## config.mk

```make
export PLATFORM = sky130hd
export DESIGN_NAME = parking_occupancy_ctrl
export DESIGN_NICKNAME = d
export VERILOG_FILES = /design/src/rtl/parking_occupancy_ctrl.sv
export SDC_FILE = /design/constraint.sdc
export NUM_CORES = 1
export LEC_CHECK = 0
export CAP_MARGIN = 30
export CORE_MARGIN = 2
export CORE_UTILIZATION = 53
export CTS_BUF_LIST = sky130_fd_sc_hd__clkbuf_8 sky130_fd_sc_hd__clkbuf_16
export CTS_CLUSTER_SIZE = 28
export DETAILED_ROUTE_END_ITERATION = 6
export GPL_TIMING_DRIVEN = 0
export PLACE_DENSITY_LB_ADDON = 0.08
export SYNTH_ARGS = -nofsm -noshare
export SYNTH_HDL_FRONTEND = slang
export SYNTH_SLANG_ARGS = --single-unit
export TNS_END_PERCENT = 1
```

## constraint.sdc

```tcl
create_clock -name clk -period 7.4 [get_ports clk]
set_input_delay 1.48 -clock clk [delete_from_list [all_inputs] [get_ports clk]]
set_output_delay 1.48 -clock clk [all_outputs]
set_load 0.005 [all_outputs]
```

## src/rtl/parking_occupancy_ctrl.sv

```systemverilog
// Multi-lane parking occupancy controller: arbitrates entry lanes against
// free space (exits first), tracks occupancy, and flags full/empty/underflow.
module parking_occupancy_ctrl #(
  parameter int CAPACITY       = 10,
  parameter int N_ENTRY        = 2,
  parameter int N_EXIT         = 2,
  parameter int ALMOST_FULL_TH = 8,
  parameter int CNT_W          = $clog2(CAPACITY+1)
) (
  input  logic               clk,
  input  logic               reset,
  input  logic [N_ENTRY-1:0] entry_req,
  input  logic [N_EXIT-1:0]  exit_evt,
  input  logic               clr_err,
  output logic [N_ENTRY-1:0] entry_grant,
  output logic [N_ENTRY-1:0] entry_deny,
  output logic [CNT_W-1:0]   count,
  output logic [CNT_W-1:0]   free_slots,
  output logic               full,
  output logic               empty,
  output logic               almost_full,
  output logic               err_underflow
);

  localparam int W = CNT_W + 4;
  localparam logic [W-1:0]     CAP_W = W'(CAPACITY);
  localparam logic [CNT_W-1:0] CAP_C = CNT_W'(CAPACITY);
  localparam logic [CNT_W-1:0] TH_C  = CNT_W'(ALMOST_FULL_TH);
  localparam logic             AF_RST = (ALMOST_FULL_TH == 0);

  logic [N_ENTRY-1:0] r_grant;
  logic [N_ENTRY-1:0] r_deny;
  logic [CNT_W-1:0]   r_count;
  logic [CNT_W-1:0]   r_free;
  logic               r_full;
  logic               r_empty;
  logic               r_af;
  logic               r_err;

  logic [W-1:0]       w_cnt;
  logic [W-1:0]       w_n_exit;
  logic [W-1:0]       w_acc;
  logic [W-1:0]       w_room;
  logic [W-1:0]       w_n_grant;
  logic [CNT_W-1:0]   w_next;
  logic [N_ENTRY-1:0] w_grant;
  logic               w_under;

  // Exits are retired before arbitration so they free room this cycle
  always_comb begin
    w_cnt    = W'(r_count);
    w_n_exit = '0;
    for (int i = 0; i < N_EXIT; i++)
      w_n_exit = w_n_exit + W'(exit_evt[i]);
    w_under   = (w_n_exit > w_cnt);
    w_acc     = w_under ? w_cnt : w_n_exit;
    w_room    = CAP_W - w_cnt + w_acc;
    w_grant   = '0;
    w_n_grant = '0;
    for (int i = 0; i < N_ENTRY; i++) begin
      if (entry_req[i] && (w_n_grant < w_room)) begin
        w_grant[i] = 1'b1;
        w_n_grant  = w_n_grant + W'(1);
      end
    end
    w_next = CNT_W'(w_cnt + w_n_grant - w_acc);
  end

  always_ff @(posedge clk or posedge reset) begin
    if (reset) begin
      r_grant <= '0;
      r_deny  <= '0;
      r_count <= '0;
      r_free  <= CAP_C;
      r_full  <= 1'b0;
      r_empty <= 1'b1;
      r_af    <= AF_RST;
      r_err   <= 1'b0;
    end else begin
      r_grant <= w_grant;
      r_deny  <= entry_req & ~w_grant;
      r_count <= w_next;
      r_free  <= CAP_C - w_next;
      r_full  <= (w_next == CAP_C);
      r_empty <= (w_next == '0);
      r_af    <= (w_next >= TH_C);
      if (w_under)
        r_err <= 1'b1;
      else if (clr_err)
        r_err <= 1'b0;
    end
  end

  assign entry_grant   = r_grant;
  assign entry_deny    = r_deny;
  assign count         = r_count;
  assign free_slots    = r_free;
  assign full          = r_full;
  assign empty         = r_empty;
  assign almost_full   = r_af;
  assign err_underflow = r_err;

endmodule

```

After elaboration in Yosys (flattened, before gate mapping). Cells that the tools add are included.

Multiplexer cells: 7. Divide/modulo/power cells: 0. Eq/ne operators: 1. $mul: 0. Shifts and indexed selects: 0. Bitwise logic cells: 2. Reduce and logical (&&, ||, !) cells: 4. Add/sub/neg operators: 7. Magnitude comparators: 4.

Operators with widths (count): $lt A1 B8 Y1 const A (1); $lt A8 B8 Y1 (1); $mux W4 (2); $add A5 B5 Y6 (1); $mux W1 (5); $sub A4 B4 Y5 const A (1); $add A4 B4 Y4 (1); $eq A4 B4 Y1 const B (1); $ge A4 B4 Y1 const B (1); $gt A2 B4 Y1 (1); $logic_not A4 Y1 (1); $sub A4 B4 Y4 (1); $sub A4 B4 Y4 const A (1); $add A1 B1 Y2 (1); $add A1 B1 Y2 const B (1); $and A2 B2 Y2 (1); $logic_and A1 B1 Y1 (2); $not A2 Y2 (1); $reduce_bool A2 Y1 (1).

Register bits after elaboration: 16. Bits in writable memories: 0. Output and inout port bits: 16. Memory bits (read-only): 0. Word-level logic and storage cells: 33. Bits in latches: 0. Memories: 0. Input port bits: 7.

Logic depth before layout (Yosys ltp). Gate-level depths: netlist (run 1).

Depth after elaboration: 13. Gate-level depth with buffers: 23. Mapped depth without buffers: 23.

Worst setup path after synthesis (run 1). OpenSTA, ideal clock, no wires.

Path type: in2reg. Start: in exit_evt[0]. End: reg r_free[3], in the netlist free_slots[3]. Buffers on the path: 0. Data required time: 7313 ps. Path slack: 1411 ps. Arrival: 5902 ps. Cell stages on the path: 18. Library setup time: 87 ps. Cells stage by stage: ha_1 ha_1 nor2b_1 o211ai_1 mux2_2 ha_1 fa_1 and4b_1 o211a_1 nor4_2 o31a_1 ha_1 fa_1 inv_1 fa_1 xor2_1 o21ai_0 xnor2_1.

Cells in the longest elaborated chain, start to end: 13. Elaborated cells between the ends (all ways): 14. Classes of those cells: add/sub (6); order compare (3); mux (3); reduce/logical (2).

RTL lines: start, declared (RTL line 13) `input logic [N_EXIT-1:0] exit_evt,`; $add A1 B1 Y2 * (RTL line 54) `w_n_exit = w_n_exit + W'(exit_evt[i]);`; $gt A2 B4 Y1 (RTL line 55) `w_under = (w_n_exit > w_cnt);`; $mux W4 * (RTL line 56) `w_acc = w_under ? w_cnt : w_n_exit;`; $add A5 B5 Y6 (RTL line 57) `w_room = CAP_W - w_cnt + w_acc;`; $lt A1 B8 Y1 (RTL line 61) `if (entry_req[i] && (w_n_grant < w_room)) begin`; $logic_and A1 B1 Y1 (RTL line 61); $mux W1 (RTL line 61); $lt A8 B8 Y1 (RTL line 61); $logic_and A1 B1 Y1 (RTL line 61); $mux W4 (RTL line 61); $add A4 B4 Y4 (RTL line 66) `w_next = CNT_W'(w_cnt + w_n_grant - w_acc);`; $sub A4 B4 Y4 * (RTL line 66); $sub A4 B4 Y4 * (RTL line 83) `r_free <= CAP_C - w_next;`; end signal, assigned (RTL line 83); end, declared (RTL line 34) `logic [CNT_W-1:0] r_free;`.

Mark *: on every way between the ends. The rest lies on a longest branch, timed or not. A chain may end at the register's enable or synchronous reset.

Worst setup path in the final report (run 1). Same ends and word-level chain as after synthesis.

==> results by group, run 1 <==
Run status
  – Status: finished, final reports clean

Worst setup path
  – Reg2Reg Depth: 18
  – Largest fanout on the critical path: 7
  – Worst Setup End Kind: flop
  – Crit path cell chain: clkdlybuf4s50_1 > ha_1 > ha_1 > nor2b_1 > o211ai_1 > mux2_2 > ha_1 > fa_1 > and4b_1 > o211a_1 > nor4_2 > o31a_1 > ha_1 > fa_1 > inv_1 > fa_1 > xor2_1 > o21ai_0 > xnor2_1
  – Kind of critical path: in2reg
  – Worst reg2reg setup slack: about 2.0 ns
  – R2R Path Start: count[1]
  – R2r endpoint: free_slots[3]
  – Setup crit start: exit_evt[0]
  – Arr. time, crit path: around 7 ns
  – Worst setup path endpoint: free_slots[3]
  – Worst path slowest cell: fa_1
  – Req. time, crit path: between 7 and 8 ns
  – CP peak stage delay: 0.52 ns
  – Worst setup SP type: input pin
  – CP most frequent cell: ha_1

Timing
  – Fmax achieved: 0.1507 GHz
  – Worst slew margin: 0.6254
  – Min cycle time layout: around 6.6 ns
  – Worst Skew: between 0.004 and 0.005 ns
  – Final hold violations: 0
  – Worst slew pin tran: roughly 0.56 ns
  – TNS Setup: 0 ns
  – Max-slew violation count: 0
  – RSZ-0062 raised after global routing: false
  – Final period util: 0.8969
  – Setup violators final: 0

Global routing
  – Vias in the first global route: ~760
  – Antenna violations before repair: 0
  – Largest net degree at the start of global routing: 15
  – First-pass GRT wire length: approximately 3100 um
  – Total track usage: 0.1992
  – Aggregate global routing overflow: 0

Die
  – Std-Cell Core Area: between 1500 and 2000 um^2
  – DIE AREA: ~2300 um^2
  – # IOs: 23
  – Die W: 48.05 um
  – Row Count: 15
  – Die Ht: 48.05 um
  – Starting Density: 0.5768

Clock tree
  – Max Root-Sink Buffers: 2
  – Worst-path clk slew: 0.05 ns
  – Clock Latency Late Sink: 0.24 ns
  – Setup bufs post-CTS: 0
  – H-tree lvl count: 1
  – Root Driver: clkbuf_8
  – # hold bufs at CTS: 0
  – CTS Buf Count: 3
  – CTS tree: done
  – Cts repair resizes: 0
  – Clock Sinks: 14

Yosys
  – Post-synth top area share: 0.2676
  – Synth cell count leaders: ha_1 (18), inv_1 (18), dfrtp_1 (11)
  – Synth unique cells: 27
  – Post-synth EDFFs: 0
  – Sequential-to-total area share from yosys stat: 0.3443
  – Yosys top cell by area: dfrtp_1
  – Syn Inst Count: between 100 and 150
  – Synth warn: 0
  – Top post-synthesis cells by area: dfrtp_1 (27%), ha_1 (22%), dfstp_2 (7.7%), inv_1 (6.6%), fa_1 (5.8%)
  – Mapped Avg Cell Area: 10.18 um^2
  – Fraction of registers with async set/reset: 1.000
  – Prevailing post-synth register cell: dfrtp_1
  – #FFs+latches synth: 14
  – Mapped Area: approximately 1000 um^2
  – Syn_nets: around 130

Job
  – Max-cap viol count: 0

Route
  – Detail Route Antenna Nets: 0
  – DRC Markers: 0
  – DR WL/cell: approximately 12 um
  – First DRT Iteration DRCs: 13
  – Via count: 785
  – DR vias/cell: 5.164
  – Final wirelength: approximately 1900 um
  – Pre-Repair DR Iteration Count: 4

Placement
  – DPL Wire Length: 1560 um
  – Routability cong.: between 0.7 and 0.8
  – Port bufs: 22

Finish
  – P&R area growth vs syn: 28.83%
  – Layout Nets: about 160
  – Fillers: around 130
  – Layout cell share with drive strength beyond 1: 0.07874
  – # diodes: 0

Hold path
  – Hold Path Class: reg2reg
  – Hold path depth: 2
## kinds of logic (layout without fill, tap and decap cells)
logic type / count (synthesis) / in the layout / synth area share
buffers and inverters: 20 / 46 / 0.08028
XOR/XNOR: 7 / 7 / 0.05961
multiplexers: 2 / 2 / 0.02068
adder cells (fa/ha/maj): 21 / 21 / 0.2774
AO/OA/AOI/OAI: 15 / 15 / 0.09853
flip-flops: 14 / 14 / 0.3443
AND/OR/NAND/NOR: 22 / 22 / 0.1192
## worst max-delay path, delay by kind of cell
kind / cells / cell delay [ns]
mux: 1 / 0.43
simple gates: 3 / 0.47
compound gates: 4 / 1.13
fa+ha+maj: 7 / 2.29
xor+xnor: 2 / 0.53
buf+inv: 2 / 0.47
## registers in the layout (all words and copies together), names as in the netlist
signal and count:
free_slots 4, count 2, entry_deny 2, entry_grant 2, almost_full 1, empty 1
err_underflow 1, full 1
## layout by cell type (no fill, tap or decap)
cell type        instances
ha_1                    18
nor3_1                   1
o21ai_0                  4
xor2_1                   3
inv_1                   19
nor2_1                   5
fa_1                     3
and3_1                   1
o2111ai_1                1
o211ai_1                 2
mux2_2                   1
xnor2_1                  4
nor3b_1                  1
mux2i_1                  1
a21o_1                   2
and4b_1                  1
nor4_2                   1
dfrtp_1                 11
nor2b_1                  2
clkdlybuf4s50_1         22
nor4b_1                  2
nand2b_1                 1
buf_4                    2
a21oi_1                  3
o211a_1                  1
dfstp_2                  3
o31a_1                   2
clkbuf_8                 3
nand2_1                  7
## worst min path at each step
stage / from / endpoint / slack [ns]
5_1_grt: err_underflow / err_underflow / 0.62
3_5_place_dp: err_underflow / err_underflow / 0.54
4_1_cts: err_underflow / err_underflow / 0.55
3_3_place_gp: err_underflow / err_underflow / 0.53
2_1_floorplan: err_underflow / err_underflow / 0.53
6_report: err_underflow / err_underflow / 0.54
## cell type report
cell class / count / area (um^2) / share of cell area
clock inverters: 1 / 3.754 / 0.002833
well taps: 25 / 31.28 / 0.02361
inverters: 18 / 67.56 / 0.05099
multi-input cells: 67 / 591.8 / 0.4466
flip-flops and latches: 14 / 354.1 / 0.2672
plain buffers: 2 / 15.01 / 0.01133
clock buffers: 3 / 41.29 / 0.03116
repair buffers: 22 / 220.2 / 0.1662
## routing by layer
| layer | track usage | share of wire | up-vias |
|---|---|---|---|
| li1 | - | - | 385 |
| met3 | 0.04528 | 0.039 | 2 |
| met2 | 0.3573 | 0.51 | 23 |
| met1 | 0.2329 | 0.44 | 375 |
| met4 | 0.06486 | 0.0064 | 0 |
| met5 | 0 | 0 | - |
## stage by stage
stage          setup WS [ns]  cell area (um^2)    util  hold slack, ns  std cells
6_report              0.7631              1325  0.7432          0.5424        152
5_1_grt               0.3779              1325  0.7432          0.6165        152
4_1_cts               0.7496              1325  0.7432          0.5453        152
3_5_place_dp          0.5131              1280  0.7179          0.5386        148
3_3_place_gp          0.6419              1280  0.7179          0.5286        148
2_1_floorplan          1.411              1028       -          0.5279        101
Power of run 1 is not shown: default switching activity piles up to over one toggle a cycle in this logic, so the estimate is an artifact.
==> run 2, diff against run 1 <==
--- a/config.mk
+++ b/config.mk
@@ -7,12 +7,13 @@
 export LEC_CHECK = 0
 export CAP_MARGIN = 30
 export CORE_MARGIN = 2
-export CORE_UTILIZATION = 53
+export CORE_UTILIZATION = 40
 export CTS_BUF_LIST = sky130_fd_sc_hd__clkbuf_8 sky130_fd_sc_hd__clkbuf_16
 export CTS_CLUSTER_SIZE = 28
 export DETAILED_ROUTE_END_ITERATION = 6
 export GPL_TIMING_DRIVEN = 0
-export PLACE_DENSITY_LB_ADDON = 0.08
+export PLACE_DENSITY = 0.66
+export SKIP_CTS_REPAIR_TIMING = 1
 export SYNTH_ARGS = -nofsm -noshare
 export SYNTH_HDL_FRONTEND = slang
 export SYNTH_SLANG_ARGS = --single-unit
==> run 2 against run 1 <==
  * Cell count is 3.3% higher
  * Utilization is 20 points lower
  * Clock skew is 0.0020 ns higher
  * Final area is 0.47% higher
==> results by group, run 2 (synthesized netlist as in run 1, its figures left out) <==
Finish
  – P&R area growth vs syn: 29.44%
  – Most common cell after layout, fill and taps aside: clkdlybuf4s50_1
  – Largest register FFs: 4 (unchanged)
  – Post-route cell area: 1331 um^2 (+0.47%)
  – Layout cell share with drive strength beyond 1: 0.07874 (unchanged)
  – Layout Nets: 156 (unchanged)
  – # diodes: 0 (unchanged)
  – Most frequent cells in the layout: clkdlybuf4s50_1 (22), inv_1 (19), ha_1 (18)

Timing
  – Setup violators final: 0 (unchanged)
  – Worst Skew: 0.006059 ns (+0.002044 ns)
  – Worst slew pin tran: 0.5440 ns (-0.01541 ns)
  – RSZ-0062 raised after global routing: false
  – TNS Setup: 0 ns (unchanged)
  – Max-slew violation count: 0 (unchanged)
  – Fmax achieved: 0.1522 GHz (+1.0%)
  – Final period util: 0.8878 (-0.009065)
  – Worst slew margin: 0.6370 (+0.01152)
  – Final hold violations: 0 (unchanged)
  – Min cycle time layout: 6.570 ns (-0.06708 ns)

Placement
  – Placed cell areas: 1286 um^2 (+0.49%)
  – Port bufs: 22 (unchanged)
  – Routability cong.: 0.7464 (-4.6%)
  – DPL Wire Length: 1543 um (-1.1%)

Die
  – Die Ht: 54.71 um (+14%)
  – Die W: 54.71 um (+14%)
  – Starting Density: 0.4190 (-0.1579)
  – Std-Cell Core Area: 2455 um^2 (+38%)
  – # IOs: 23 (unchanged)
  – Row Count: 18 (+3)
  – DIE AREA: 2993 um^2 (+30%)

Global routing
  – Total track usage: 0.1455 (-0.05374)
  – Aggregate global routing overflow: 0 (unchanged)
  – Vias in the first global route: 734 (-3.9%)
  – Antenna violations before repair: 0 (unchanged)
  – Largest net degree at the start of global routing: 15 (unchanged)
  – First-pass GRT wire length: 3022 um (-3.9%)

Hold path
  – Hold Path Class: reg2reg

Route
  – First DRT Iteration DRCs: 5 (-8)
  – Pre-Repair DR Iteration Count: 3 (-1)
  – DR vias/cell: 4.720 (-8.6%)
  – DRC Markers: 0 (unchanged)
  – Detail Route Antenna Nets: 0 (unchanged)
  – Final wirelength: 1829 um (-1.8%)
  – DR WL/cell: 11.65 um (-4.9%)
  – Via count: 741 (-5.6%)

Clock tree
  – H-tree lvl count: 1 (unchanged)
  – CTS tree: done
  – Root Driver: clkbuf_8
  – Max Root-Sink Buffers: 2 (unchanged)
  – Clock Latency Late Sink: 0.24 ns (about the same)
  – Worst-path clk slew: 0.06 ns (about the same)
  – CTS Buf Count: 3 (unchanged)
  – Clock Sinks: 14 (unchanged)

Job
  – Max-cap viol count: 0 (unchanged)

Worst setup path
  – Worst Setup End Kind: flop
  – Arr. time, crit path: 6.73 ns (-0.07 ns)
  – Req. time, crit path: 7.56 ns (about the same)
  – Largest fanout on the critical path: 7 (unchanged)
  – Kind of critical path: in2reg
  – Worst setup SP type: input pin

Run status
  – Status: finished, final reports clean
[run 2: cell counts in the layout (fill, tap and decap cells not counted)]
Identical to the previous run, type by type.
[run 2: worst paths after layout]
| check | from | end | slack (ns) | cells past startpoint |
|---|---|---|---|---|
| max | exit_evt[0] | free_slots[3] | 0.83 | 19 |
| min | err_underflow | err_underflow | 0.55 | 2 |
| max reg2reg | count[1] | free_slots[3] | 2.11 | 18 |
| min reg2reg | err_underflow | err_underflow | 0.55 | 2 |
| max in group asynchronous | reset | empty | 5.45 | 2 |
| min in group asynchronous | reset | almost_full | 1.58 | 2 |
[run 2: through the flow]
stage                     utilization  setup WS (ns)  hold slack, ns  cells
after floorplan                     -          1.411          0.5279    101
after global placement         0.5240         0.6072          0.5368    153
after detailed placement       0.5240         0.5256          0.5386    153
after CTS                      0.5423         0.7574          0.5468    157
after global routing           0.5423         0.4834          0.5680    157
final                          0.5423         0.8302          0.5464    157
[run 2: metal layers]
| metal | share of wire | track usage | up-vias | wire length [um] |
|---|---|---|---|---|
| met1 | 0.45 | 0.1738 | 341 | 822 |
| li1 | - | - | 388 | - |
| met2 | 0.51 | 0.2440 | 8 | 925 |
| met5 | 0 | 0 | - | 0 |
| met4 | 0.017 | 0.07500 | 0 | 31 |
| met3 | 0.027 | 0.03005 | 4 | 49 |
[run 2: critical path, stage by stage]
cell	delay, ns
clkdlybuf4s50_1	0.40
ha_1	0.22
ha_1	0.29
nor2b_1	0.13
o211ai_1	0.43
mux2_2	0.42
ha_1	0.21
fa_1	0.42
and4b_1	0.27
o211a_1	0.15
nor4_2	0.06
o31a_1	0.33
ha_1	0.20
fa_1	0.51
inv_1	0.06
fa_1	0.44
xor2_1	0.36
o21ai_0	0.19
xnor2_1	0.16
[run 2: layout make-up]
cell class / instances / area, um^2
repair buffers: 22 / 220.2
clock inverters: 1 / 3.754
fillers: 222 / 1124
plain buffers: 2 / 15.01
inverters: 18 / 67.56
clock buffers: 3 / 41.29
flip-flops and latches: 14 / 354.1
well taps: 30 / 37.54
multi-input cells: 67 / 591.8
Power of run 2 is left out for the same reason.
